### src/rtl/uart_pkg.sv
// rtl/uart_pkg.sv - shared UART constants: one-hot receiver states, stop-bit encoding, clog2
package uart_pkg;

    localparam int DEFAULT_NUM_TICKS = 16;

    localparam logic [1:0] STOP_TWO = 2'd2;

    localparam logic [4:0] ST_IDLE   = 5'b00001;
    localparam logic [4:0] ST_START  = 5'b00010;
    localparam logic [4:0] ST_DATA   = 5'b00100;
    localparam logic [4:0] ST_PARITY = 5'b01000;
    localparam logic [4:0] ST_STOP   = 5'b10000;

    typedef enum logic [4:0] {
        IDLE   = ST_IDLE,
        START  = ST_START,
        DATA   = ST_DATA,
        PARITY = ST_PARITY,
        STOP   = ST_STOP
    } rx_state_t;

    function automatic int clog2(input int value);
        int r;
        r = 0;
        for (int i = 0; i < 31; i++) begin
            if ((1 << i) < value) r = i + 1;
        end
        return r;
    endfunction

endpackage

### src/rtl/uart_rx_sync.sv
// rtl/uart_rx_sync.sv - 2-flop synchroniser for rx_in with falling-edge detect
module uart_rx_sync (
    input  logic clk,
    input  logic reset,
    input  logic rx_in,
    output logic rx_sync,
    output logic fall_pulse
);

    logic meta;
    logic prev;

    // Flops reset to 1 so that a released reset never looks like a start edge.
    always_ff @(posedge clk or negedge reset) begin
        if (!reset) begin
            meta    <= 1'b1;
            rx_sync <= 1'b1;
            prev    <= 1'b1;
        end else begin
            meta    <= rx_in;
            rx_sync <= meta;
            prev    <= rx_sync;
        end
    end

    assign fall_pulse = prev & ~rx_sync;

endmodule

### src/rtl/uart_rx.sv
// rtl/uart_rx.sv - UART receiver, 8N/8E with 1 or 2 stop bits; UART_RX_MAJORITY_VOTE_EN enables 2-of-3 bit voting
module uart_rx
    import uart_pkg::*;
#(
    parameter int NUM_TICKS     = DEFAULT_NUM_TICKS,
    parameter int BITS_PER_DATA = 8
) (
    input  logic                     clk,
    input  logic                     reset,
    input  logic                     tick,
    input  logic                     rx_in,
    input  logic                     parity,
    input  logic [1:0]               stop_bits,
    output logic [BITS_PER_DATA-1:0] d_out,
    output logic                     rx_done,
    output logic                     parity_err,
    output logic                     frame_err
);

    localparam int SW = clog2(NUM_TICKS);
    localparam int NW = clog2(BITS_PER_DATA);
    localparam logic [SW-1:0] SP     = SW'(NUM_TICKS / 2 - 1);
    localparam logic [SW-1:0] S_LAST = SW'(NUM_TICKS - 1);
    localparam logic [NW-1:0] N_LAST = NW'(BITS_PER_DATA - 1);

`ifdef UART_RX_MAJORITY_VOTE_EN
    localparam logic [SW-1:0] DP = SP + 1'b1;
`else
    localparam logic [SW-1:0] DP = SP;
`endif

    rx_state_t state;
    rx_state_t state_next;

    logic                     rx_sync;
    logic                     fall_pulse;
    logic                     sample_bit;
    logic [SW-1:0]            s;
    logic [NW-1:0]            n;
    logic [BITS_PER_DATA-1:0] sr;
    logic                     cfg_parity;
    logic                     cfg_two;
    logic                     par_bit;
    logic                     ferr_pend;
    logic                     stop_idx;

    logic start_frame;
    logic s_clr;
    logic s_inc;
    logic n_clr;
    logic n_inc;
    logic shift_en;
    logic par_store;
    logic stop_chk;
    logic stop_adv;
    logic finish;

    uart_rx_sync u_sync (
        .clk        (clk),
        .reset      (reset),
        .rx_in      (rx_in),
        .rx_sync    (rx_sync),
        .fall_pulse (fall_pulse)
    );

`ifdef UART_RX_MAJORITY_VOTE_EN
    // hist holds the samples from the two previous ticks (SP-1, SP) when s reaches SP+1.
    logic [1:0] hist;

    always_ff @(posedge clk or negedge reset) begin
        if (!reset) begin
            hist <= 2'b11;
        end else if (tick) begin
            hist <= {hist[0], rx_sync};
        end
    end

    assign sample_bit = (hist[1] & hist[0]) | (hist[1] & rx_sync) | (hist[0] & rx_sync);
`else
    assign sample_bit = rx_sync;
`endif

    always_ff @(posedge clk or negedge reset) begin
        if (!reset) begin
            state <= IDLE;
        end else begin
            state <= state_next;
        end
    end

    always_comb begin
        state_next  = state;
        start_frame = 1'b0;
        s_clr       = 1'b0;
        s_inc       = 1'b0;
        n_clr       = 1'b0;
        n_inc       = 1'b0;
        shift_en    = 1'b0;
        par_store   = 1'b0;
        stop_chk    = 1'b0;
        stop_adv    = 1'b0;
        finish      = 1'b0;
        case (state)
            IDLE: begin
                if (fall_pulse) begin
                    start_frame = 1'b1;
                    state_next  = START;
                end
            end
            START: begin
                if (tick) begin
                    if (s == DP && sample_bit) begin
                        state_next = IDLE;
                    end else if (s == S_LAST) begin
                        s_clr      = 1'b1;
                        n_clr      = 1'b1;
                        state_next = DATA;
                    end else begin
                        s_inc = 1'b1;
                    end
                end
            end
            DATA: begin
                if (tick) begin
                    shift_en = (s == DP);
                    if (s == S_LAST) begin
                        s_clr = 1'b1;
                        if (n == N_LAST) begin
                            state_next = cfg_parity ? PARITY : STOP;
                        end else begin
                            n_inc = 1'b1;
                        end
                    end else begin
                        s_inc = 1'b1;
                    end
                end
            end
            PARITY: begin
                if (tick) begin
                    par_store = (s == DP);
                    if (s == S_LAST) begin
                        s_clr      = 1'b1;
                        state_next = STOP;
                    end else begin
                        s_inc = 1'b1;
                    end
                end
            end
            STOP: begin
                // Finishing at mid-stop leaves half a bit to catch a back-to-back start edge.
                if (tick) begin
                    if (s == DP) begin
                        stop_chk = 1'b1;
                        if (!cfg_two || stop_idx) begin
                            finish     = 1'b1;
                            state_next = IDLE;
                        end
                    end
                    if (s == S_LAST) begin
                        s_clr    = 1'b1;
                        stop_adv = 1'b1;
                    end else begin
                        s_inc = 1'b1;
                    end
                end
            end
            default: state_next = IDLE;
        endcase
    end

    always_ff @(posedge clk or negedge reset) begin
        if (!reset) begin
            s          <= '0;
            n          <= '0;
            sr         <= '0;
            cfg_parity <= 1'b0;
            cfg_two    <= 1'b0;
            par_bit    <= 1'b0;
            ferr_pend  <= 1'b0;
            stop_idx   <= 1'b0;
            d_out      <= '0;
            rx_done    <= 1'b0;
            parity_err <= 1'b0;
            frame_err  <= 1'b0;
        end else begin
            rx_done <= finish;
            if (start_frame) begin
                s          <= '0;
                cfg_parity <= parity;
                cfg_two    <= (stop_bits == STOP_TWO);
                ferr_pend  <= 1'b0;
                stop_idx   <= 1'b0;
            end else if (s_clr) begin
                s <= '0;
            end else if (s_inc) begin
                s <= s + 1'b1;
            end
            if (n_clr) begin
                n <= '0;
            end else if (n_inc) begin
                n <= n + 1'b1;
            end
            if (shift_en) begin
                sr <= {sample_bit, sr[BITS_PER_DATA-1:1]};
            end
            if (par_store) begin
                par_bit <= sample_bit;
            end
            if (stop_chk && !sample_bit) begin
                ferr_pend <= 1'b1;
            end
            if (stop_adv) begin
                stop_idx <= 1'b1;
            end
            if (finish) begin
                d_out      <= sr;
                parity_err <= cfg_parity & (par_bit ^ (^sr));
                frame_err  <= ferr_pend | ~sample_bit;
            end
        end
    end

endmodule

### config.mk
export PLATFORM = sky130hd
export DESIGN_NAME = uart_rx
export DESIGN_NICKNAME = d
export VERILOG_FILES = /design/src/rtl/uart_pkg.sv /design/src/rtl/uart_rx_sync.sv /design/src/rtl/uart_rx.sv
export SDC_FILE = /design/constraint.sdc
export NUM_CORES = 1
export LEC_CHECK = 0
export ABC_CLOCK_PERIOD_IN_PS = 2050
export CORE_MARGIN = 3
export CORE_UTILIZATION = 57
export DETAILED_ROUTE_END_ITERATION = 10
export PLACE_DENSITY_LB_ADDON = 0.2
export SYNTH_ARGS = -nofsm -noshare
export SYNTH_HDL_FRONTEND = slang
export SYNTH_SLANG_ARGS = --single-unit
### constraint.sdc
create_clock -name clk -period 2.05 [get_ports clk]
set_input_delay 0.41 -clock clk [delete_from_list [all_inputs] [get_ports clk]]
set_output_delay 0.41 -clock clk [all_outputs]
set_load 0.03 [all_outputs]
== After elaboration in Yosys (flattened, before gate mapping) ==
Cells that the tools add are included.

* Bits in registers: 39
* Bits in latches: 0
* Memory bits (writable): 0
* Memory bits (read-only): 0
* Bits of input ports: 7
* Output and inout port bits: 11
* Word-level logic and storage cells: 105
* Memories: 0

* Add/subtract/negate cells: 2
* Multiply operators: 0
* Div/mod/pow operators: 0
* Order comparisons: 0
* Equal/unequal tests: 20
* Shift-type cells: 0
* Multiplexer cells: 50
* Bitwise gates (word level): 5
* Reductions and logical operators: 12

{| class="wikitable"
|+ Operators with widths
! operator !! count
|-
| 5-bit two-way mux || 13
|-
| 1-bit two-way mux || 29
|-
| 5-bit case mux with 5 select lines || 1
|-
| 2-bit != test (second input constant) || 10
|-
| 4-bit two-way mux || 3
|-
| 11-bit AND reduction || 1
|-
| 8-bit parity || 1
|-
| 3-bit two-way mux || 2
|-
| 2-bit nonzero test || 3
|-
| 5-bit by 1-bit == test with 1-bit output (second input constant) || 1
|-
| 5-bit by 2-bit == test with 1-bit output (second input constant) || 1
|-
| 5-bit by 3-bit == test with 1-bit output (second input constant) || 1
|-
| 5-bit by 4-bit == test with 1-bit output (second input constant) || 1
|-
| 5-bit == test (second input constant) || 1
|-
| 4-bit by 1-bit adder with 4-bit output (second input constant) || 1
|-
| 4-bit by 3-bit == test with 1-bit output (second input constant) || 1
|-
| 4-bit == test (second input constant) || 1
|-
| 1-bit case mux with 2 select lines || 2
|-
| 3-bit by 1-bit adder with 3-bit output (second input constant) || 1
|-
| 3-bit == test (second input constant) || 1
|-
| 3-bit != test (second input constant) || 1
|-
| 3-bit nonzero test || 1
|-
| 3-bit OR reduction || 1
|-
| 1-bit bitwise AND || 2
|-
| 7 further kinds || 9
|}

== Logic depth before layout (Yosys ltp) ==
Gate-level depths: netlist of the first run.

* Word-level depth: 8
* Gate-level depth with buffers: 8
* Depth with buffers taken out: 6

== Modules after synthesis ==
Synthesis of the first run repeated with hierarchy kept, for this count alone.

* Cells, all modules: 165
* Area, all modules: 2,015.7 sq um

{| class="wikitable"
|+ By module, submodules not included
! module !! times used !! cells each !! area an instance (sq um) !! sequential area each (sq um)
|-
| uart_rx || 1 || 161 || 1,923.1 || 902.1
|-
| uart_rx_sync || 1 || 4 || 92.6 || 78.8
|}

== Worst setup path after synthesis of the first run ==
Ideal clock, no wire load.

* Path kind: reg-to-reg
* Start point: reg state[2]
* End point: reg state[2]
* Setup time: 0.125 ns
* Arrival time: 1.687 ns
* Required time: 1.925 ns
* Slack: 0.238 ns
* Cell stages (with the launch flop): 7
* Path buffers: 1
* Period minus slack after synthesis: 1.812 ns
* Cell sequence: dfrtp_1 -> buf_6 -> xor2_2 -> a211oi_4 -> nor2_2 -> a211oi_4 -> mux2_4

* Cells in the longest elaborated chain, start to end: 3
* Elaborated cells on any way between the ends: 18
* Those cells by class: 16 x eq/ne; 1 x mux; 1 x reduce/logical

{| class="wikitable"
|+ RTL lines
! element !! RTL line !! source
|-
| start, declared || uart_rx.sv:32 || <nowiki>rx_state_t state;</nowiki>
|-
| start signal, assigned || uart_rx.sv:87 || <nowiki>state <= state_next;</nowiki>
|-
| 5-bit by 2-bit == test with 1-bit output (tied with other cells) || uart_rx.sv:103 || <nowiki>case (state)</nowiki>
|-
| 3-bit != test (no line) or 2-bit != test (tied branches) || n/a ||
|-
| 11-bit AND reduction (no line) || n/a ||
|}

Parallel ways exist; a longest one is shown, timed or not.
A chain may end at the register's enable or synchronous reset.

== Worst setup path in the final report of the first run ==
* Start point: reg state[2]
* End point: reg d_out[4]

* Cells in the longest elaborated chain, start to end: 2

{| class="wikitable"
|+ RTL lines
! element !! RTL line !! source
|-
| 5-bit == test || uart_rx.sv:103 ||
|-
| 1-bit two-way mux || uart_rx.sv:103 ||
|-
| end signal, assigned || uart_rx.sv:216 || <nowiki>d_out <= sr;</nowiki>
|-
| end, declared || uart_rx.sv:14 || <nowiki>output logic [BITS_PER_DATA-1:0] d_out,</nowiki>
|}

No other way between the ends.

==> results of run 1 <==
[synth_stat cells, drive strengths merged]
master	instances
nor2	10
or3	2
nand4b	2
a21oi	3
o22ai	1
xnor2	8
nor3	4
nor2b	7
nor4b	2
buf	8
nand4bb	1
clkbuf	1
ha	3
o221a	1
and2	1
nand2b	3
o31ai	3
nand2	11
dfstp	4
o211ai	2
dfrtp	35
inv	5
mux2	22
o311ai	1
and4b	1
a22o	1
nand3b	1
a21o	2
nand4	2
o211a	1
a211oi	2
and3	1
nand3	7
o21ai	7
mux2i	2
a21bo	1
xor2	2
[registers in the layout (all words and copies together), names as in the netlist, 3 cells and up]
signal,count
state,5
d_out,8
s,4
sr,8
n,3
[critical path, stage by stage (launching register included)]
cell and delay (ns):
sky130_fd_sc_hd__dfrtp_1 0.46, sky130_fd_sc_hd__buf_4 0.20, sky130_fd_sc_hd__nor2_2 0.12, sky130_fd_sc_hd__nand3_1 0.19
sky130_fd_sc_hd__or3_1 0.39, sky130_fd_sc_hd__buf_4 0.21, sky130_fd_sc_hd__mux2_4 0.30
[power groups by stage]
stage                     combinational [uW]  clock [uW]  sequential [uW]
after floorplan                          772           0              910
after global placement                   834           0             1000
after detailed placement                 861           0             1010
after CTS                                865         393              996
after global routing                     962         429             1020
final                                    870         373             1000
[layer usage]
layer,vias up,wire (microns)
met5,-,0
met4,0,68
met3,7,171
met2,31,1780
met1,677,1740
li1,652,-
[how the worst max path moves through the flow]
stage	endpoint	slack [ns]	cells after the start
after global placement	d_out[5]$_DFFE_PN0P_	0.06	5
final	d_out[4]$_DFFE_PN0P_	0.06	6
after global routing	d_out[4]$_DFFE_PN0P_	0.003	6
after CTS	d_out[4]$_DFFE_PN0P_	0.08	6
after detailed placement	d_out[6]$_DFFE_PN0P_	0.02	5
after floorplan	state[2]$_DFFE_PN0P_	0.24	6
[final cells by class]
| class | instances | area (sq um) | share of cell area, % |
|---|---|---|---|
| clock inverters | 1 | 5.00 | 0.216 |
| well taps | 44 | 55.1 | 2.38 |
| inverters | 5 | 18.8 | 0.810 |
| multi-input cells | 117 | 961 | 41.5 |
| repair buffers | 28 | 248 | 10.7 |
| clock buffers | 7 | 45.0 | 1.94 |
| flip-flops and latches | 39 | 983 | 42.5 |
[timing repair]
| action | CTS | global route |
|---|---|---|
| resized for setup | 0 | 3 |
| buffers inserted | 0 | 0 |
| setup endpoints to repair | 0 | 6 |
[cell families after synthesis]
family / synth area share [%]
adder cells (fa/ha/maj): 1.86
multiplexers: 14.7
AND/OR/NAND/NOR: 16.1
buffers and inverters: 3.96
flip-flops: 48.6
XOR/XNOR: 4.71
AO/OA/AOI/OAI: 10.0
[per-stage QoR]
step / instance area, sq um / hold WS (ns) / std cells / worst slack [ns] / utilization (%)
4_1_cts: 2310 / 0.0915 / 241 / 0.0821 / 72.1
5_1_grt: 2320 / 0.0979 / 241 / 0.00268 / 72.3
3_3_place_gp: 2260 / 0.347 / 233 / 0.0611 / 70.6
2_1_floorplan: 2020 / 0.114 / 170 / 0.238 / -
6_report: 2320 / 0.0893 / 241 / 0.0592 / 72.3
3_5_place_dp: 2260 / 0.349 / 233 / 0.0220 / 70.6
==> qor.txt, run 1 <==
STA
-------------------------------------------------------------------------------------
Final setup vio count ..................................................            0
Fin. Hold Viols ........................................................            0
RSZ-0062 raised after global routing ...................................        false
Minimum period implied by the final worst setup slack ..................      1.99 ns
Slew at the pin closest to its max-slew limit ..........................     0.476 ns
Worst max-slew margin expressed relative to the limit ..................        68.3%
Final setup TNS ........................................................         0 ns
Final setup skew .......................................................    0.0114 ns
Post-route fraction of the period consumed by the critical path ........        97.1%
Highest attainable clock frequency .....................................      502 MHz
Total count of max-transition violations in the final report ...........            0

WORST SETUP PATH
-------------------------------------------------------------------------------------
Origin of the worst setup path ......................................... state[2]$_DFFE_PN0P_
Critical Path Sink Type ................................................    flip-flop
Critical path startpoint category ......................................    flip-flop
Reg2Reg Depth ..........................................................            6
Register-to-register setup slack .......................................      0.06 ns
Endpoint of the worst register-to-register path ........................ d_out[4]$_DFFE_PN0P_
Type of the worst setup path ...........................................   reg -> reg
Worst path arrival time ................................................      2.23 ns
Largest fanout on the critical path ....................................           13
Reg2reg start .......................................................... state[2]$_DFFE_PN0P_
Data required time of the critical path ................................      2.29 ns

SYNTH
-------------------------------------------------------------------------------------
Proportion of synthesized chip area in sequential cells ................        48.6%
Yosys reg bits .........................................................           39
Mean instance size in the synthesized netlist ..........................   11.9 sq um
Area fraction of the dominant cell type after synthesis ................        43.4%
Leading post-synthesis cells by cell area .............................. sky130_fd_sc_hd__dfrtp_1, sky130_fd_sc_hd__mux2_2, sky130_fd_sc_hd__mux2_4, sky130_fd_sc_hd__dfstp_2, sky130_fd_sc_hd__xnor2_1
Syn nets ...............................................................          180
Mapped Cells ...........................................................          170
Yosys synthesis warning count ..........................................            0
Distinct cell type count after synthesis ...............................           44
Netlist area before placement ..........................................   2020 sq um
Dominant cell type by area after synthesis ............................. sky130_fd_sc_hd__dfrtp_1

FINAL LAYOUT
-------------------------------------------------------------------------------------
Fraction of final layout cells sized beyond drive strength 1 ...........        29.9%
NumNets Final ..........................................................          206
Fill cells .............................................................          247
Commonest cells after routing, fill and taps aside ..................... sky130_fd_sc_hd__dfrtp_1, sky130_fd_sc_hd__clkdlybuf4s50_1, sky130_fd_sc_hd__mux2_2, sky130_fd_sc_hd__nand2_1, sky130_fd_sc_hd__buf_4
Area Growth Syn to Fin .................................................        14.7%
Most common cell after layout, fill and taps aside ..................... sky130_fd_sc_hd__dfrtp_1
Number of diodes added for antenna fixing ..............................            0

PLACE
-------------------------------------------------------------------------------------
IO buf count ...........................................................           17
Placed wire-length estimate after detailed placement ................... 2770 microns
Final weighted congestion of routability-driven global placement .......        0.890

GLOBAL ROUTE
-------------------------------------------------------------------------------------
Layer carrying the most global-route usage .............................         met2
Wire length of the first global-routing pass ........................... 6800 microns
Met1 track demand over resource in global routing ......................        26.6%
GRT met3 Usage .........................................................        6.84%
Overflow left after global routing .....................................            0
Via count of the first global-routing pass .............................         1449
Antenna violations before repair .......................................            0
Met2 capacity usage during global routing ..............................        34.9%
All-Layer GR Usage .....................................................        21.5%
Pin count of the biggest net entering global routing ...................           40

PWR
-------------------------------------------------------------------------------------
Leakage power summed over all cells ....................................   0.00108 uW
Internal power component ...............................................      1420 uW
Switching power ........................................................       825 uW
Fraction of power spent switching nets .................................        36.7%
Clk network pwr share ..................................................        16.6%
Ratio of total power to cell area ......................................  970 nW/um^2
Sequential group share of total power ..................................        44.7%
Comb pwr share .........................................................        38.7%
Worst IR drop on VDD ...................................................     0.584 mV
Total design power .....................................................      2250 uW

WORST HOLD PATH
-------------------------------------------------------------------------------------
Class of the most critical hold timing path ............................  in -> async

FLOORPLAN
-------------------------------------------------------------------------------------
Core footprint .........................................................   3200 sq um
Chip height ............................................................ 65.5 microns
Die width .............................................................. 65.5 microns
Die ar. ................................................................   4290 sq um
Standard-cell rows .....................................................           20
Initial Util ...........................................................        63.0%
I/O pins ...............................................................           18

DETAILED ROUTING
-------------------------------------------------------------------------------------
Detailed-routing iteration count for the pre-antenna-repair pass .......            4
Vias per std cell ......................................................         5.67
Final Routed Wirelength ................................................ 3760 microns
Iter 0 DRT Violations ..................................................           73
Total number of vias ...................................................         1367
Routed wire length per instance ........................................ 15.6 microns
DRC violation count after routing ......................................            0
Count of antenna-violating nets left after detailed routing ............            0

CLOCK NETWORK
-------------------------------------------------------------------------------------
H-tree depth reported by CTS ...........................................            2
Root cell of the clock tree ............................................ sky130_fd_sc_hd__clkbuf_4
Clock tree from TritonCTS ..............................................          yes
CTS sink cnt ...........................................................           39
Clock-pin slew of the registers on the worst-case setup and hold paths .      0.11 ns
Clock latency on the worst-skew pair ...................................      0.35 ns
Longest Clk Path Bufs ..................................................            2
Number of buffers created by CTS .......................................            5
Hold-fix buffers at CTS ................................................            0

FLOW RUN
-------------------------------------------------------------------------------------
Number of max-cap violations ...........................................            0

RUN STATUS
-------------------------------------------------------------------------------------
Status .................................................................    completed

No activity file was read; power rests on OpenSTA's default activity.
==> run 2: changes to the inputs <==
Settings changed: ABC_AREA set to 1.
==> run 2 against run 1 <==
Routed wire length grew 6.9%. Highest routed layer unchanged. Final cell count up 34%. Cell area increased by 7.4%. Combinational power down 3.3%. Clock power increased by 100%. Critical path depth is 5 lower. Synthesized cell count increased by 48%. Sequential power decreased by 6%. Largest power group unchanged.
==> qor.txt, run 2 <==
PWR
-------------------------------------------------------------------------------------
Comb pwr share .........................................................        33.2%   was 38.7%
Sequential group share of total power ..................................        37.2%   was 44.7%
Internal power component ...............................................      1610 uW   was 1420 uW
Leakage power summed over all cells ....................................   0.00124 uW   was 0.00108 uW
Switching power ........................................................       919 uW   was 825 uW
Ratio of total power to cell area ...................................... 1020 nW/um^2   was 970 nW/um^2
Worst IR drop on VDD ...................................................     0.671 mV   was 0.584 mV
Clk network pwr share ..................................................        29.6%   was 16.6%
Fraction of power spent switching nets .................................        36.4%   was 36.7%

CLOCK NETWORK
-------------------------------------------------------------------------------------
Post-CTS Setup Repair Bufs .............................................            0   unchanged
Clock tree from TritonCTS ..............................................          yes   unchanged
Root cell of the clock tree ............................................ sky130_fd_sc_hd__clkbuf_8   was sky130_fd_sc_hd__clkbuf_4
Clock-pin slew of the registers on the worst-case setup and hold paths .      0.08 ns   was 0.11 ns
Longest Clk Path Bufs ..................................................            2   unchanged
Hold-fix buffers at CTS ................................................            0   unchanged
Clock latency on the worst-skew pair ...................................      0.29 ns   was 0.35 ns
Number of gates resized after cts ......................................            0   unchanged
H-tree depth reported by CTS ...........................................            2   unchanged
CTS sink cnt ...........................................................           39   unchanged
Number of buffers created by CTS .......................................            5   unchanged

WORST SETUP PATH
-------------------------------------------------------------------------------------
Largest fanout on the critical path ....................................            2   was 13
Critical Path, Cell by Cell ............................................ clkdlybuf4s50_1   was buf_4, nor2_2, nand3_1, or3_1, buf_4, mux2_4
Worst path arrival time ................................................      1.33 ns   was 2.23 ns
Critical Path Sink Type ................................................  output port   was flip-flop
Critical path's largest stage delay ....................................      0.68 ns   was 0.46 ns
Crit path depth ........................................................            1   was 6
Reg2Reg Depth ..........................................................            9   was 6
Origin of the worst setup path ......................................... parity_err$_DFFE_PN0P_   was state[2]$_DFFE_PN0P_
Bufs and invs on worst path ............................................            1   was 2
Type of the worst setup path ...........................................   reg -> out   was reg -> reg
Slowest library cell on the worst path ................................. sky130_fd_sc_hd__clkdlybuf4s50_1   was sky130_fd_sc_hd__dfrtp_1
Critical path startpoint category ......................................    flip-flop   unchanged
Reg2reg start .......................................................... s[0]$_DFFE_PN0P_   was state[2]$_DFFE_PN0P_
Data required time of the critical path ................................      1.64 ns   was 2.29 ns
Cell type group with the largest total delay on the critical path ...... buffers and inverters   was simple AND/OR/NAND/NOR gates
Endpoint of the most critical setup path ...............................   parity_err   was d_out[4]$_DFFE_PN0P_
Register-to-register setup slack .......................................      0.41 ns   was 0.06 ns
Endpoint of the worst register-to-register path ........................ d_out[1]$_DFFE_PN0P_   was d_out[4]$_DFFE_PN0P_

PLACE
-------------------------------------------------------------------------------------
Final weighted congestion of routability-driven global placement .......        0.909   was 0.890
IO buf count ...........................................................           17   unchanged
Placed wire-length estimate after detailed placement ................... 2970 microns   was 2770 microns
Setup Slack @ Placement ................................................     0.204 ns   was 0.0220 ns

SYNTH
-------------------------------------------------------------------------------------
Leading post-synthesis cells by cell area .............................. sky130_fd_sc_hd__dfrtp_1, sky130_fd_sc_hd__nand2_1, sky130_fd_sc_hd__nand3_1, sky130_fd_sc_hd__dfstp_2, sky130_fd_sc_hd__inv_1   was sky130_fd_sc_hd__dfrtp_1, sky130_fd_sc_hd__mux2_2, sky130_fd_sc_hd__mux2_4, sky130_fd_sc_hd__dfstp_2, sky130_fd_sc_hd__xnor2_1
Post-synth EDFFs .......................................................            0   unchanged
Leading cell types by count after synthesis ............................ sky130_fd_sc_hd__nand2_1, sky130_fd_sc_hd__dfrtp_1, sky130_fd_sc_hd__inv_1, sky130_fd_sc_hd__nand3_1, sky130_fd_sc_hd__nor2_1   was sky130_fd_sc_hd__dfrtp_1, sky130_fd_sc_hd__mux2_2, sky130_fd_sc_hd__nand2_1
Proportion of synthesized chip area in sequential cells ................        45.8%   was 48.6%
Area fraction in compound gates after synthesis ........................        7.08%   was 10.0%
Dominant register cell in the synthesized netlist ...................... sky130_fd_sc_hd__dfrtp_1   unchanged
Netlist area before placement ..........................................   2140 sq um   was 2020 sq um
Yosys synthesis warning count ..........................................            0   unchanged
Dominant cell type by area after synthesis ............................. sky130_fd_sc_hd__dfrtp_1   unchanged
Fraction of the mapped netlist area in simple logic gates ..............        36.6%   was 16.1%
Async set or reset register ratio after synthesis ......................         100%   unchanged
Mapped Cells ...........................................................          251   was 170
Most common cell in the netlist ........................................ sky130_fd_sc_hd__nand2_1   was sky130_fd_sc_hd__dfrtp_1
Area share of xor/xnor cells in the synthesized design .................        2.05%   was 4.71%
Distinct cell type count after synthesis ...............................           29   was 44
Area fraction of the dominant cell type after synthesis ................        40.9%   was 43.4%
Fraction of synthesized area in multiplexers ...........................       0.702%   was 14.7%
Dominant combinational cell family by area after synthesis ............. simple AND/OR/NAND/NOR gates   unchanged
Yosys reg bits .........................................................           39   unchanged
Fraction of the mapped netlist area in adder cells .....................        1.75%   was 1.86%
Syn nets ...............................................................          261   was 180
Mean instance size in the synthesized netlist ..........................   8.52 sq um   was 11.9 sq um

GLOBAL ROUTE
-------------------------------------------------------------------------------------
Wire length of the first global-routing pass ........................... 7070 microns   was 6800 microns
Pin count of the biggest net entering global routing ...................           40   unchanged
Antenna violations before repair .......................................            0   unchanged
All-Layer GR Usage .....................................................        20.9%   was 21.5%
Overflow left after global routing .....................................            0   unchanged
Via count of the first global-routing pass .............................         1582   was 1449

DETAILED ROUTING
-------------------------------------------------------------------------------------
Vias per std cell ......................................................         5.25   was 5.67
Count of antenna-violating nets left after detailed routing ............            0   unchanged
DRC violation count after routing ......................................            0   unchanged
Final Routed Wirelength ................................................ 4020 microns   was 3760 microns
Routed wire length per instance ........................................ 12.5 microns   was 15.6 microns
Total number of vias ...................................................         1690   was 1367
Iter 0 DRT Violations ..................................................           77   was 73
Detailed-routing iteration count for the pre-antenna-repair pass .......            4   unchanged

FINAL LAYOUT
-------------------------------------------------------------------------------------
Area Growth Syn to Fin .................................................        16.3%   was 14.7%
Largest regs ........................................................... d_out: 8 flops, sr: 8 flops, state: 5 flops   unchanged
Area occupied by registers .............................................    981 sq um   was 983 sq um
NumNets Final ..........................................................          285   was 206
Multi-input gate area ..................................................   1030 sq um   was 961 sq um
Commonest cells after routing, fill and taps aside ..................... sky130_fd_sc_hd__nand2_1, sky130_fd_sc_hd__dfrtp_1, sky130_fd_sc_hd__inv_1, sky130_fd_sc_hd__nand3_1, sky130_fd_sc_hd__clkdlybuf4s50_1   was sky130_fd_sc_hd__dfrtp_1, sky130_fd_sc_hd__clkdlybuf4s50_1, sky130_fd_sc_hd__mux2_2, sky130_fd_sc_hd__nand2_1, sky130_fd_sc_hd__buf_4
Fraction of final layout cells sized beyond drive strength 1 ...........        20.3%   was 29.9%
Number of diodes added for antenna fixing ..............................            0   unchanged
Fill cells .............................................................          278   was 247
Most common cell after layout, fill and taps aside ..................... sky130_fd_sc_hd__nand2_1   was sky130_fd_sc_hd__dfrtp_1

STA
-------------------------------------------------------------------------------------
Minimum period implied by the final worst setup slack ..................      1.74 ns   was 1.99 ns
Final setup vio count ..................................................            0   unchanged
RSZ-0062 raised after global routing ...................................        false   unchanged
Total count of max-transition violations in the final report ...........            0   unchanged
Final setup skew .......................................................   0.00544 ns   was 0.0114 ns
Worst max-slew margin expressed relative to the limit ..................        68.7%   was 68.3%
Slew at the pin closest to its max-slew limit ..........................     0.469 ns   was 0.476 ns
Final setup TNS ........................................................         0 ns   unchanged
Fin. Hold Viols ........................................................            0   unchanged
Final Worst Setup Slack ................................................     0.310 ns   was 0.0592 ns
Post-route fraction of the period consumed by the critical path ........        84.9%   was 97.1%
Highest attainable clock frequency .....................................      575 MHz   was 502 MHz

FLOORPLAN
-------------------------------------------------------------------------------------
I/O pins ...............................................................           18   unchanged
Die width .............................................................. 67.3 microns   was 65.5 microns
Chip height ............................................................ 67.3 microns   was 65.5 microns
Core footprint .........................................................   3470 sq um   was 3200 sq um
Die ar. ................................................................   4520 sq um   was 4290 sq um
Initial Util ...........................................................        61.7%   was 63.0%
Standard-cell rows .....................................................           21   was 20

FLOW RUN
-------------------------------------------------------------------------------------
Number of max-cap violations ...........................................            0   unchanged

WORST HOLD PATH
-------------------------------------------------------------------------------------
Class of the most critical hold timing path ............................  in -> async   unchanged

RUN STATUS
-------------------------------------------------------------------------------------
Status .................................................................    completed   unchanged

-- run 2: cell count changes after synthesis, moves of 8 or more --
cell | before | now
sky130_fd_sc_hd__nand2_1 | 11 | 76
sky130_fd_sc_hd__inv_1 | 5 | 22
sky130_fd_sc_hd__nor2_1 | 6 | 14
sky130_fd_sc_hd__nand3_1 | 7 | 22
sky130_fd_sc_hd__mux2_2 | 14 | 0
-- run 2: per-stage QoR --
| stage | instances | util [%] | hold slack, ns | power, uW | instance area, sq um |
|---|---|---|---|---|---|
| after detailed placement | 314 | 67.9 | 0.352 | 1780 | 2350 |
| after floorplan | 251 | - | 0.114 | 1610 | 2140 |
| final | 322 | 71.7 | 0.145 | 2530 | 2490 |
| after global routing | 322 | 71.7 | 0.182 | 2680 | 2490 |
| after CTS | 322 | 71.7 | 0.170 | 2550 | 2490 |
| after global placement | 314 | 67.9 | 0.345 | 1760 | 2350 |
-- run 2: power groups by stage --
stage | clock network, uW | registers [uW] | logic, uW
2_1_floorplan | 0 | 935 | 672
3_3_place_gp | 0 | 950 | 807
3_5_place_dp | 0 | 955 | 821
4_1_cts | 768 | 940 | 839
5_1_grt | 793 | 951 | 932
6_report | 748 | 940 | 841
-- run 2: logic make-up after synthesis --
kind of cell    after synthesis
flops                        39
compound gates               23
simple gates                150
buf+inv                      30
fa+ha+maj                     3
mux                           1
xor+xnor                      5
-- run 2: worst min path at each step --
stage                                from                  endpoint
global route                        reset      state[3]$_DFFE_PN0P_
finish                              reset      state[3]$_DFFE_PN0P_
CTS                                 reset      state[3]$_DFFE_PN0P_
global placement    u_sync.meta$_DFF_PN1_  u_sync.rx_sync$_DFF_PN1_
detailed placement  u_sync.meta$_DFF_PN1_  u_sync.rx_sync$_DFF_PN1_
floorplan                           reset    cfg_parity$_DFFE_PN0P_
-- run 2: routing by layer --
metal  wire (microns)  vias to the layer above  global-route usage, %
met5                0                        -                      0
met4               78                        0                   11.9
met3              144                        7                   3.49
met2             1850                       40                   32.9
met1             1940                      779                   27.3
li1                 -                      864                      -
-- run 2: worst register-to-register path, cell delays in order (launching register included) --
cell and delay, ns:
sky130_fd_sc_hd__dfrtp_1 0.39, sky130_fd_sc_hd__ha_1 0.19, sky130_fd_sc_hd__nand2_1 0.07, sky130_fd_sc_hd__inv_2 0.09, sky130_fd_sc_hd__nand2_1 0.12, sky130_fd_sc_hd__nor2_4 0.18
sky130_fd_sc_hd__nand3_4 0.24, sky130_fd_sc_hd__inv_1 0.19, sky130_fd_sc_hd__nand2_1 0.06, sky130_fd_sc_hd__nand2_1 0.06
-- run 2: layout make-up --
type | instances | area share [%]
Multi-Input combinational cell | 182 | 41.4
Sequential cell | 39 | 39.4
Timing Repair Buffer | 19 | 7.24
Inverter | 28 | 4.23
Clock buffer | 6 | 2.92
Clock inverter | 2 | 2.41
Tap cell | 46 | 2.31
==> run 3: changes to the inputs <==
Settings changed: ABC_CLOCK_PERIOD_IN_PS 2050 to 1750.
Clock period 2.05 ns to 1.75 ns, I/O delays scaled along.
==> run 3 against run 2 <==
Cell area is 1.2% higher. Clock-buffer cell count stayed put. Critical path depth stayed put. Setup slack worse by 0.24 ns. Non-clock buffer count is 10 higher. Die area stayed put. Flip-flop and latch count stayed put. Sequential power is 18% higher. Clock skew is 0.0018 ns higher. First-iteration DRC count is 47% higher. Combinational power is 16% higher. Largest power group unchanged.
==> qor.txt, run 3 (same netlist as run 2, synthesis figures left out) <==
RUN STATUS
-------------------------------------------------------------------------------------
Status .................................................................    completed   unchanged

DETAILED ROUTING
-------------------------------------------------------------------------------------
Detailed-routing iteration count for the pre-antenna-repair pass .......            4   unchanged
Count of antenna-violating nets left after detailed routing ............            0   unchanged
Final Routed Wirelength ................................................ 4090 microns   was 4020 microns
Routed wire length per instance ........................................ 12.3 microns   was 12.5 microns
Vias per std cell ......................................................         5.26   was 5.25
Iter 0 DRT Violations ..................................................          113   was 77
Total number of vias ...................................................         1746   was 1690
DRC violation count after routing ......................................            0   unchanged

WORST SETUP PATH
-------------------------------------------------------------------------------------
Largest fanout on the critical path ....................................            2   unchanged
Critical path's largest stage delay ....................................      0.67 ns   was 0.68 ns
Slowest library cell on the worst path ................................. sky130_fd_sc_hd__clkdlybuf4s50_1   unchanged
Type of the worst setup path ...........................................   reg -> out   unchanged
Critical path startpoint category ......................................    flip-flop   unchanged
Endpoint of the worst register-to-register path ........................ d_out[4]$_DFFE_PN0P_   was d_out[1]$_DFFE_PN0P_
Reg2reg start .......................................................... s[0]$_DFFE_PN0P_   unchanged
Reg2Reg Depth ..........................................................            9   unchanged
Worst path arrival time ................................................      1.33 ns   about the same
Cell type group with the largest total delay on the critical path ...... buffers and inverters   unchanged
Bufs and invs on worst path ............................................            1   unchanged
Register-to-register setup slack .......................................      0.13 ns   was 0.41 ns
Critical Path Sink Type ................................................  output port   unchanged
Critical Path, Cell by Cell ............................................ clkdlybuf4s50_1   unchanged
Data required time of the critical path ................................      1.40 ns   was 1.64 ns

FINAL LAYOUT
-------------------------------------------------------------------------------------
Layout Utilization .....................................................        72.6%   was 71.7%
Number of diodes added for antenna fixing ..............................            0   unchanged
Finished layout cell area ..............................................   2520 sq um   was 2490 sq um
Multi-input gate area ..................................................   1030 sq um   about the same
Fill cells .............................................................          287   was 278
Fraction of final layout cells sized beyond drive strength 1 ...........        23.4%   was 20.3%
Area Growth Syn to Fin .................................................        17.7%   was 16.3%
NumNets Final ..........................................................          295   was 285
Largest regs ........................................................... d_out: 8 flops, sr: 8 flops, state: 5 flops   unchanged
Most common cell after layout, fill and taps aside ..................... sky130_fd_sc_hd__nand2_1   unchanged
Area occupied by registers .............................................    981 sq um   unchanged
Commonest cells after routing, fill and taps aside ..................... sky130_fd_sc_hd__nand2_1, sky130_fd_sc_hd__dfrtp_1, sky130_fd_sc_hd__inv_1, sky130_fd_sc_hd__nand3_1, sky130_fd_sc_hd__clkdlybuf4s50_1   unchanged

GLOBAL ROUTE
-------------------------------------------------------------------------------------
Wire length of the first global-routing pass ........................... 6980 microns   was 7070 microns
Overflow left after global routing .....................................            0   unchanged
Via count of the first global-routing pass .............................         1577   was 1582
All-Layer GR Usage .....................................................        20.4%   was 20.9%
Pin count of the biggest net entering global routing ...................           40   unchanged
Antenna violations before repair .......................................            0   unchanged

PWR
-------------------------------------------------------------------------------------
Comb pwr share .........................................................        36.4%   was 33.2%
Clk network pwr share ..................................................        22.3%   was 29.6%
Fraction of power spent switching nets .................................        40.1%   was 36.4%
Switching power ........................................................      1070 uW   was 919 uW
Worst IR drop on VDD ...................................................     0.557 mV   was 0.671 mV
Total design power .....................................................      2670 uW   was 2530 uW
Ratio of total power to cell area ...................................... 1060 nW/um^2   was 1020 nW/um^2
Internal power component ...............................................      1600 uW   was 1610 uW
Leakage power summed over all cells ....................................   0.00126 uW   was 0.00124 uW
Sequential group share of total power ..................................        41.4%   was 37.2%

CLOCK NETWORK
-------------------------------------------------------------------------------------
Clock tree from TritonCTS ..............................................          yes   unchanged
Longest Clk Path Bufs ..................................................            2   unchanged
Hold-fix buffers at CTS ................................................            0   unchanged
CTS sink cnt ...........................................................           39   unchanged
Clock latency on the worst-skew pair ...................................      0.30 ns   was 0.29 ns
Number of buffers created by CTS .......................................            5   unchanged
H-tree depth reported by CTS ...........................................            2   unchanged
Root cell of the clock tree ............................................ sky130_fd_sc_hd__clkbuf_8   unchanged
Clock-pin slew of the registers on the worst-case setup and hold paths .      0.08 ns   about the same

FLOORPLAN
-------------------------------------------------------------------------------------
Core footprint .........................................................   3470 sq um   unchanged
Standard-cell rows .....................................................           21   unchanged
Initial Util ...........................................................        61.7%   unchanged
Chip height ............................................................ 67.3 microns   unchanged
I/O pins ...............................................................           18   unchanged
Die ar. ................................................................   4520 sq um   unchanged
Die width .............................................................. 67.3 microns   unchanged

STA
-------------------------------------------------------------------------------------
Minimum period implied by the final worst setup slack ..................      1.68 ns
Final setup vio count ..................................................            0   unchanged
Highest attainable clock frequency .....................................      594 MHz
Final setup skew .......................................................   0.00723 ns   was 0.00544 ns
Fin. Hold Viols ........................................................            0   unchanged
Worst max-slew margin expressed relative to the limit ..................        68.9%   was 68.7%
Post-route fraction of the period consumed by the critical path ........        96.2%
Slew at the pin closest to its max-slew limit ..........................     0.466 ns   was 0.469 ns
Total count of max-transition violations in the final report ...........            0   unchanged
RSZ-0062 raised after global routing ...................................        false   unchanged

PLACE
-------------------------------------------------------------------------------------
Area post-placement ....................................................   2370 sq um   was 2350 sq um
Final weighted congestion of routability-driven global placement .......        0.874   was 0.909
IO buf count ...........................................................           17   unchanged
Placed wire-length estimate after detailed placement ................... 3000 microns   was 2970 microns

WORST HOLD PATH
-------------------------------------------------------------------------------------
Class of the most critical hold timing path ............................  in -> async   unchanged

FLOW RUN
-------------------------------------------------------------------------------------
Number of max-cap violations ...........................................            0   unchanged

==> run 3: cell types whose count changed in the layout (fill, tap and decap cells not counted) <==
cell / before / now
sky130_fd_sc_hd__buf_4: 2 / 12
sky130_fd_sc_hd__bufinv_16: 2 / 0
sky130_fd_sc_hd__clkinv_2: 0 / 1
sky130_fd_sc_hd__clkinvlp_4: 0 / 1
sky130_fd_sc_hd__nand2_1: 76 / 75
sky130_fd_sc_hd__nand2_2: 6 / 7
==> run 3: repair_timing <==
action,CTS,global route
buffers inserted,0,8
endpoints found under the setup margin,0,5
gates resized for setup,0,1
hold endpoints to repair,0,0
==> run 3: power by group through the flow <==
stage / clock network, uW / logic (uW) / registers [uW]
floorplan: 0 / 787 / 1100
global placement: 0 / 958 / 1110
detailed placement: 0 / 975 / 1120
CTS: 601 / 979 / 1100
global route: 641 / 1080 / 1120
finish: 596 / 972 / 1110
==> run 3: per-stage QoR <==
stage                     TNS, ns  instances  hold WS [ns]  worst slack (ns)
after floorplan                 0        251        0.0544             0.303
after global placement          0        316         0.346            0.0456
after detailed placement  -0.0605        316         0.354           -0.0401
after CTS                       0        324         0.109            0.0561
after global routing            0        332         0.133            0.0214
final                           0        332        0.0852            0.0670
==> run 3: final cells by class <==
type,count,area share (%)
Clock buffer,6,2.88
Clock inverter,2,0.497
Inverter,28,4.17
Multi-Input combinational cell,182,41.1
Sequential cell,39,39.0
Tap cell,46,2.29
Timing Repair Buffer,29,10.1
==> run 3: per-layer routing <==
| layer | global-route usage [%] | wire, microns | up-vias | part of all wire [%] |
|---|---|---|---|---|
| li1 | - | - | 884 | - |
| met1 | 27.0 | 1970 | 822 | 48 |
| met2 | 32.4 | 1870 | 31 | 46 |
| met3 | 4.16 | 154 | 9 | 3.8 |
| met4 | 9.11 | 91 | 0 | 2.2 |
| met5 | 0 | 0 | - | 0 |
==> run 3: worst max path at each step <==
stage,startpoint,endpoint,slack (ns),depth (start not counted)
floorplan,s[0]$_DFFE_PN0P_,sr[0]$_DFFE_PN0P_,0.30,7
global placement,tick,d_out[0]$_DFFE_PN0P_,0.05,7
detailed placement,tick,parity_err$_DFFE_PN0P_,-0.04,7
CTS,d_out[1]$_DFFE_PN0P_,d_out[1],0.06,1
global route,s[0]$_DFFE_PN0P_,d_out[4]$_DFFE_PN0P_,0.02,9
finish,d_out[1]$_DFFE_PN0P_,d_out[1],0.07,1
